$ cat src/rtl/piso_serializer.sv
// ---------------------------------------------------------------------------
// piso_serializer
//
// Parallel-in / serial-out converter. Words arrive on a valid/ready
// handshake and leave one bit per clock on ser_out. The serial stream feeds
// the din input of a downstream sequence detector. A one-entry hold register
// lets the producer hand over the next word while the current one is still
// shifting, so consecutive words come out with no gap between them.
//
// Parameters
//   WIDTH      word width in bits, 2..32
//   MSB_FIRST  1: bit WIDTH-1 leaves first, 0: bit 0 leaves first
//
// Ports
//   clk        clock, all state changes on the rising edge
//   rst        synchronous, active-high reset
//   in_data    parallel word from the producer
//   in_valid   in_data holds a word
//   in_ready   a word can be accepted this cycle
//   ser_out    serial bit stream
//   ser_valid  ser_out carries a payload bit this cycle
//   word_done  pulse coincident with the last bit of each word
//   busy       a word is shifting out or waiting in the hold register
// ---------------------------------------------------------------------------
module piso_serializer #(
  parameter int WIDTH     = 8,
  parameter bit MSB_FIRST = 1'b1
) (
  input  logic             clk,
  input  logic             rst,
  input  logic [WIDTH-1:0] in_data,
  input  logic             in_valid,
  output logic             in_ready,
  output logic             ser_out,
  output logic             ser_valid,
  output logic             word_done,
  output logic             busy
);

  localparam int             CW       = (WIDTH > 1) ? $clog2(WIDTH) : 1;
  localparam logic [CW-1:0]  LAST_IDX = CW'(WIDTH - 1);

  typedef enum logic {
    IDLE  = 1'b0,
    SHIFT = 1'b1
  } state_t;

  state_t           r_state;
  state_t           w_nextState;

  logic [WIDTH-1:0] r_shift;
  logic [WIDTH-1:0] r_hold;
  logic             r_holdValid;
  logic [CW-1:0]    r_cnt;

  logic             w_accept;
  logic             w_lastBit;
  logic             w_loadIn;
  logic             w_loadHold;
  logic             w_captureHold;
  logic             w_advance;
  logic             w_drain;
  logic             w_curBit;
  logic [WIDTH-1:0] w_shifted;

  // The producer may hand over a word only while the hold slot is free.
  // Gating with rst keeps words offered during reset from being taken.
  assign in_ready  = ~r_holdValid & ~rst;
  assign w_accept  = in_valid & in_ready;
  assign w_lastBit = (r_state == SHIFT) && (r_cnt == LAST_IDX);

  // The bit on the wire is always taken from the leaving end of the shifter,
  // and the shift direction moves the next bit into that position.
  generate
    if (MSB_FIRST) begin : g_msbFirst
      assign w_curBit  = r_shift[WIDTH-1];
      assign w_shifted = {r_shift[WIDTH-2:0], 1'b0};
    end else begin : g_lsbFirst
      assign w_curBit  = r_shift[0];
      assign w_shifted = {1'b0, r_shift[WIDTH-1:1]};
    end
  endgenerate

  // State register.
  always_ff @(posedge clk) begin
    if (rst) begin
      r_state <= IDLE;
    end else begin
      r_state <= w_nextState;
    end
  end

  // Next-state and datapath control decode. On the last bit of a word the
  // shifter is refilled in the same edge, first from the hold register and
  // otherwise straight from the input, so back-to-back words never leave an
  // empty cycle. A word arriving mid-word can only go to the hold slot,
  // because in_ready is low whenever that slot is already occupied.
  always_comb begin
    w_nextState   = r_state;
    w_loadIn      = 1'b0;
    w_loadHold    = 1'b0;
    w_captureHold = 1'b0;
    w_advance     = 1'b0;
    w_drain       = 1'b0;
    case (r_state)
      IDLE: begin
        if (w_accept) begin
          w_loadIn    = 1'b1;
          w_nextState = SHIFT;
        end
      end
      SHIFT: begin
        if (!w_lastBit) begin
          w_advance     = 1'b1;
          w_captureHold = w_accept;
        end else if (r_holdValid) begin
          w_loadHold = 1'b1;
        end else if (w_accept) begin
          w_loadIn = 1'b1;
        end else begin
          w_drain     = 1'b1;
          w_nextState = IDLE;
        end
      end
      default: begin
        w_nextState = IDLE;
      end
    endcase
  end

  // Shifter, bit counter and hold register. The counter restarts at zero on
  // every load, so it always holds the index of the bit currently on the
  // wire. Draining clears the shifter so an idle block holds no stale data.
  always_ff @(posedge clk) begin
    if (rst) begin
      r_shift     <= '0;
      r_hold      <= '0;
      r_holdValid <= 1'b0;
      r_cnt       <= '0;
    end else begin
      if (w_loadIn) begin
        r_shift <= in_data;
        r_cnt   <= '0;
      end else if (w_loadHold) begin
        r_shift     <= r_hold;
        r_cnt       <= '0;
        r_holdValid <= 1'b0;
      end else if (w_advance) begin
        r_shift <= w_shifted;
        r_cnt   <= r_cnt + CW'(1);
      end else if (w_drain) begin
        r_shift <= '0;
        r_cnt   <= '0;
      end
      if (w_captureHold) begin
        r_hold      <= in_data;
        r_holdValid <= 1'b1;
      end
    end
  end

  // Outputs decode only registered state, so nothing on in_* can reach the
  // serial side within the same cycle.
  always_comb begin
    ser_out   = 1'b0;
    ser_valid = 1'b0;
    word_done = 1'b0;
    if (r_state == SHIFT) begin
      ser_out   = w_curBit;
      ser_valid = 1'b1;
      word_done = (r_cnt == LAST_IDX);
    end
    busy = (r_state == SHIFT) | r_holdValid;
  end

endmodule
$ cat config.mk
export PLATFORM = sky130hd
export DESIGN_NAME = piso_serializer
export DESIGN_NICKNAME = d
export VERILOG_FILES = /design/src/rtl/piso_serializer.sv
export SDC_FILE = /design/constraint.sdc
export NUM_CORES = 1
export LEC_CHECK = 0
export CAP_MARGIN = 15
export CORE_ASPECT_RATIO = 0.8
export CORE_MARGIN = 1
export CORE_UTILIZATION = 46
export CTS_BUF_LIST = sky130_fd_sc_hd__clkbuf_8 sky130_fd_sc_hd__clkbuf_16
export CTS_CLUSTER_SIZE = 10
export DETAILED_ROUTE_END_ITERATION = 16
export PLACE_DENSITY = 0.69
export SLEW_MARGIN = 20
export SYNTH_ARGS = -nofsm -noshare
export SYNTH_HDL_FRONTEND = slang
export SYNTH_SLANG_ARGS = --single-unit
$ cat constraint.sdc
create_clock -name clk -period 2 [get_ports clk]
set_input_delay 0.3 -clock clk [delete_from_list [all_inputs] [get_ports clk]]
set_output_delay 0.3 -clock clk [all_outputs]
set_load 0.02 [all_outputs]
; ---- After elaboration in Yosys (flattened, before gate mapping)
; Index checks and enable logic that the tools add are counted.
[op_classes]
n_reduce_logical = 6
mux = 30
add_sub_neg = 1
n_bitwise = 6
eq_ne = 2
[ops]
columns = op, n
row1 = $mux W8, 4
row2 = $mux W1, 22
row3 = $mux W3, 2
row4 = $pmux W1 S2, 2
row5 = $reduce_bool A2 Y1, 2
row6 = $reduce_bool A4 Y1, 1
row7 = $add A3 B1 Y3 const B, 1
row8 = $eq A3 B3 Y1 const B, 1
row9 = $not A1 Y1, 3
row10 = $reduce_or A3 Y1, 1
row11 = $and A1 B1 Y1, 2
row12 = $ne A2 B1 Y1 const B, 1
row13 = $reduce_and A2 Y1, 1
row14 = $logic_and A1 B1 Y1, 1
row15 = $or A1 B1 Y1, 1
[totals]
out_inout_bits = 5
ff_bits = 21
wordCells = 50

; ---- Depth between registers and ports, before layout
[logic_depth]
ltp_word = 11
ltp_mapped = 7
ltp_nobuf = 6

; ---- Worst setup path before layout
; OpenSTA, ideal clock, no wires.
[synth_path]
kind = register -> register
from = reg r_cnt[0]
to = reg r_shift[1]
setup_time_ns = 0.088
n_path_buf = 0
required_ns = 1.912
t_arrival_ns = 1.384
path_slack_ns = 0.527
path_stages_with_launch = 7
path_cell_list = dfxtp_1 -> ha_1 -> ha_1 -> nand2_1 -> inv_1 -> a32oi_1 -> a311oi_2
[synth_between]
elab_chain_cells = 7
elab_cells_between_ends = 14
classes_between = eq/ne: 1 / mux: 11 / reduce/logical: 2
[synth_lines]
columns = item, line_no
row1 = start: declaration, 54  ; logic [CW-1:0] r_cnt;
row2 = start signal: assignment, 150  ; r_cnt <= r_cnt + CW'(1);
row3 = $eq A3 B3 Y1 (*), 70  ; assign w_lastBit = (r_state == SHIFT) && (r_cnt == LAST_IDX);
row4 = $logic_and A1 B1 Y1 (*), 70
row5 = $mux W1, 113  ; if (!w_lastBit) begin
row6 = $mux W1, 105  ; case (r_state)
row7 = $mux W8, 148  ; end else if (w_advance) begin
row8 = $mux W8, 144  ; end else if (w_loadHold) begin
row9 = $mux W8, 141  ; if (w_loadIn) begin
row10 = end signal: assignment, 142  ; r_shift <= in_data;
row11 = end signal: assignment, 145  ; r_shift <= r_hold;
row12 = end signal: assignment, 149  ; r_shift <= w_shifted;
row13 = end: declaration, 51  ; logic [WIDTH-1:0] r_shift;
; Mark *: on every way between the ends. The rest lies on a longest branch, timed or not.
; A chain may end at the register's enable or synchronous reset.

; ---- Worst setup path in the final report
[layout_path]
from = in rst
to = out in_ready
[layout_between]
elab_chain_cells = 2
[layout_lines]
columns = item, line_no
row1 = start: declaration, 30  ; input logic rst,
row2 = $not A1 Y1, 68  ; assign in_ready = ~r_holdValid & ~rst;
row3 = $and A1 B1 Y1, 68
row4 = end: declaration, 33  ; output logic in_ready,
; No other way between the ends.

==> results.py <==
metrics = {
    "timing": {
        "hold_viol": 0,
        "fmax_mhz": 545,
        "setup_tns_ps": 0,
        "rsz0062_at_grt": "false",
        "finalSetupViolCount": 0,
        "postLayoutSetupSlackWorst_ps": 164,
        "fin_crit_sh_pct": 91.8,
        "skew_ps": 1.87,
        "slew_violations": 0,
        "slew_headroom_pct": 66.7,
        "tightest_slew_ps": 499,
        "period_needed_ps": 1840,
    },
    "floorplanning": {
        "dieHeight_um": 46.5,
        "core_sq_um": 2250,
        "initial_utilization_pct": 50.5,
        "io-pin-count": 16,
        "fp.dieW_um": 57.6,
        "dieArea_sq_um": 2680,
        "row_count": 15,
    },
    "global_route": {
        "grt_pass1_vias": 939,
        "track_usage_pct": 22.4,
        "antenna_found_initial": 0,
        "grt_max_degree": 18,
        "grt-ovfl-total": 0,
        "grt_pass1_wl_mm": 4.39,
    },
    "logic_synthesis": {
        "synth_ff_type": "dfxtp_1",
        "synthTopCellsByCount": "21 x dfxtp_1, 16 x o21ai_1, 12 x a21oi_1",
        "ys_seq_elements": 21,
        "synth_warnings": 0,
        "yosysUniqueCellTypes": 34,
        "synth_top_area_share_pct": 37.0,
        "synthTopCellsByArea": "dfxtp_1 37%, a311oi_2 7.9%, o21ai_1 7.0%",
        "synth.most_common_cell": "dfxtp_1",
        "syn_area_sq_um": 1140,
        "syn-instance-count": 126,
        "ys_seq_area_share_pct": 37.0,
        "async_flop_share_pct": 0,
        "yosysTopAreaCell": "dfxtp_1",
        "synth_edf_count": 0,
        "syn_avg_cell_area_sq_um": 9.03,
        "syn-num-nets": 139,
    },
    "power_and_ir_drop": {
        "power_density_nw_per_um2": 690,
        "power_frac_comb_pct": 20.6,
        "switching_power_uw": 271,
        "irDropWorstVdd_uv": 432,
        "p_leak_nw": 0.488,
        "switching_share_pct": 28.6,
        "p_seq_share_pct": 49.0,
        "clockPowerShare_pct": 30.3,
        "intPower_uw": 676,
    },
    "clock_tree": {
        "clkSinkCount": 21,
        "post_cts.repair.setup_buffers": 0,
        "cts_made_buffers": 3,
        "tritoncts": "built",
        "htree_levels": 1,
        "cts_root_buffer": "clkbuf_8",
        "clock_path_buffers": 2,
        "insertion_delay_ps": 270,
        "path_clk_slew_ps": 80,
    },
    "worst_setup_path": {
        "crit_required_ps": 1700,
        "crit_type": "input port to output port",
        "rr_endpoint": "r_shift[1]",
        "cp_slowest_cell": "clkdlybuf4s50_1",
        "critPathMostFrequentCell": "clkdlybuf4s50_1",
        "end_kind": "output port",
        "cp-endpoint": "in_ready",
        "path_depth": 3,
        "start_kind": "input port",
        "cp_top_family": "buffers and inverters",
        "r2r-start": "r_cnt[0]",
        "slowest_delay_ps": 630,
        "cp_num_buf_inv": 2,
        "path_max_fanout": 4,
        "reg2reg_depth": 7,
        "regToRegSetupSlack_ps": 300,
        "path_cells": "clkdlybuf4s50_1, nor2_1, clkdlybuf4s50_1",
        "crit_arrival_ps": 1540,
        "startpoint": "rst",
    },
    "place": {
        "dp_hpwl_mm": 1.92,
        "place_congestion": 0.818,
        "dp_slack_ps": 134,
        "port_buffers": 15,
    },
    "final_layout": {
        "drive_gt1_share_pct": 18.6,
        "regArea_sq_um": 422,
        "areaGrowthSynthToFinish_pct": 20.6,
        "multiInputGateArea_sq_um": 626,
        "finish.net_count": 159,
        "antenna_cells": 0,
        "fill_cells": 195,
    },
    "drt": {
        "drt-initial-drc-count": 45,
        "ant_nets": 0,
        "drt_first_pass_iters": 10,
        "wl_per_cell_um": 16.1,
        "dr_total_vias": 1041,
        "vias_per_cell": 6.12,
        "routed_wl_mm": 2.74,
        "drc": 1,
    },
    "min_path": {
        "hold_path_class": "flop to flop",
    },
    "status": {
        "status": "finished, violations left",
        "violations": "DRC",
    },
    "run": {
        "maxCapViolations": 0,
    },
}
-- kinds of logic after synthesis --
group           count (synthesis)  synth area share [%]
mux                             2                  1.76
compound gates                 49                  31.1
flops                          21                  37.0
buf+inv                        15                  8.03
simple gates                   37                  19.9
fa+ha+maj                       2                  2.20
-- sequential cells by signal, summed over array words and instances (netlist names) --
register	flops
r_cnt	3
r_hold	8
r_holdValid	1
r_shift	8
r_state	1
-- worst register-to-register path, cell delays in order (launching register included) --
cell      delay [ps]
dfxtp_1          330
ha_1             200
ha_1             210
buf_4            160
nor2b_1          140
buf_4            230
a32oi_1           90
a311oi_2         250
-- repair_timing --
item                       CTS  global route
hold buffers                 0             0
gates resized for setup      1             1
setup endpoints to repair    1             1
-- worst min path at each step --
stage          startpoint        end  cells past startpoint
6_report        r_hold[2]  r_hold[2]                      2
5_1_grt         r_hold[7]  r_hold[7]                      2
4_1_cts          r_cnt[0]   r_cnt[0]                      2
3_5_place_dp     r_cnt[0]   r_cnt[0]                      2
3_3_place_gp    r_hold[1]  r_hold[1]                      2
2_1_floorplan  in_data[0]  r_hold[0]                      2
-- metal layers --
| metal | part of all wire (%) | GRT usage [%] |
|---|---|---|
| met5 | 0 | 0 |
| met3 | 5.1 | 5.06 |
| met2 | 44 | 36.5 |
| met1 | 49 | 29.3 |
| met4 | 1.3 | 8.78 |
-- power groups by stage --
stage                     Sequential [mW]  Combinational [mW]  Clock, mW
after floorplan                     0.466               0.136          0
after global routing                0.467               0.213      0.305
after detailed placement            0.473               0.194          0
final                               0.464               0.195      0.287
after CTS                           0.463               0.195      0.296
after global placement              0.473               0.191          0
-- placed cells by master, fill, tap and decap left out --
cell type,count
dfxtp_1,20
o21ai_1,16
clkdlybuf4s50_1,14
a21oi_1,12
buf_4,11
nand3_1,10
nor3_1,7
a32oi_1,6
a311oi_2,6
nor2b_1,4
nand2b_1,4
nand2_1,3
inv_1,3
clkbuf_8,3
nor2_1,2
mux2i_1,2
o211ai_1,2
ha_1,2
and2_1,1
or2_1,1
inv_2,1
and4bb_2,1
o21ai_0,1
or3b_1,1
a311oi_1,1
nor3b_4,1
a22oi_1,1
o21bai_1,1
nand2_4,1
o21ba_2,1
a21boi_0,1
a311o_1,1
nand4b_1,1
clkinv_2,1
dlygate4sd2_1,1
dfxtp_2,1
-- stage by stage --
step | total power, mW | cells | hold slack (ps) | area [sq um] | utilization [%]
global placement | 0.663 | 166 | 471 | 1330 | 58.8
detailed placement | 0.667 | 166 | 476 | 1330 | 58.8
global route | 0.986 | 170 | 509 | 1370 | 60.9
floorplan | 0.602 | 126 | 448 | 1140 | -
CTS | 0.954 | 170 | 488 | 1370 | 60.8
finish | 0.947 | 170 | 487 | 1370 | 60.9
-- layout make-up --
class	count	area share (%)
well taps	25	2.28
inverters	4	1.09
flip-flops and latches	21	30.7
clock inverters	1	0.365
repair buffers	26	16.9
clock buffers	3	3.01
multi-input cells	90	45.6
No activity file was read; power rests on OpenSTA's default activity.
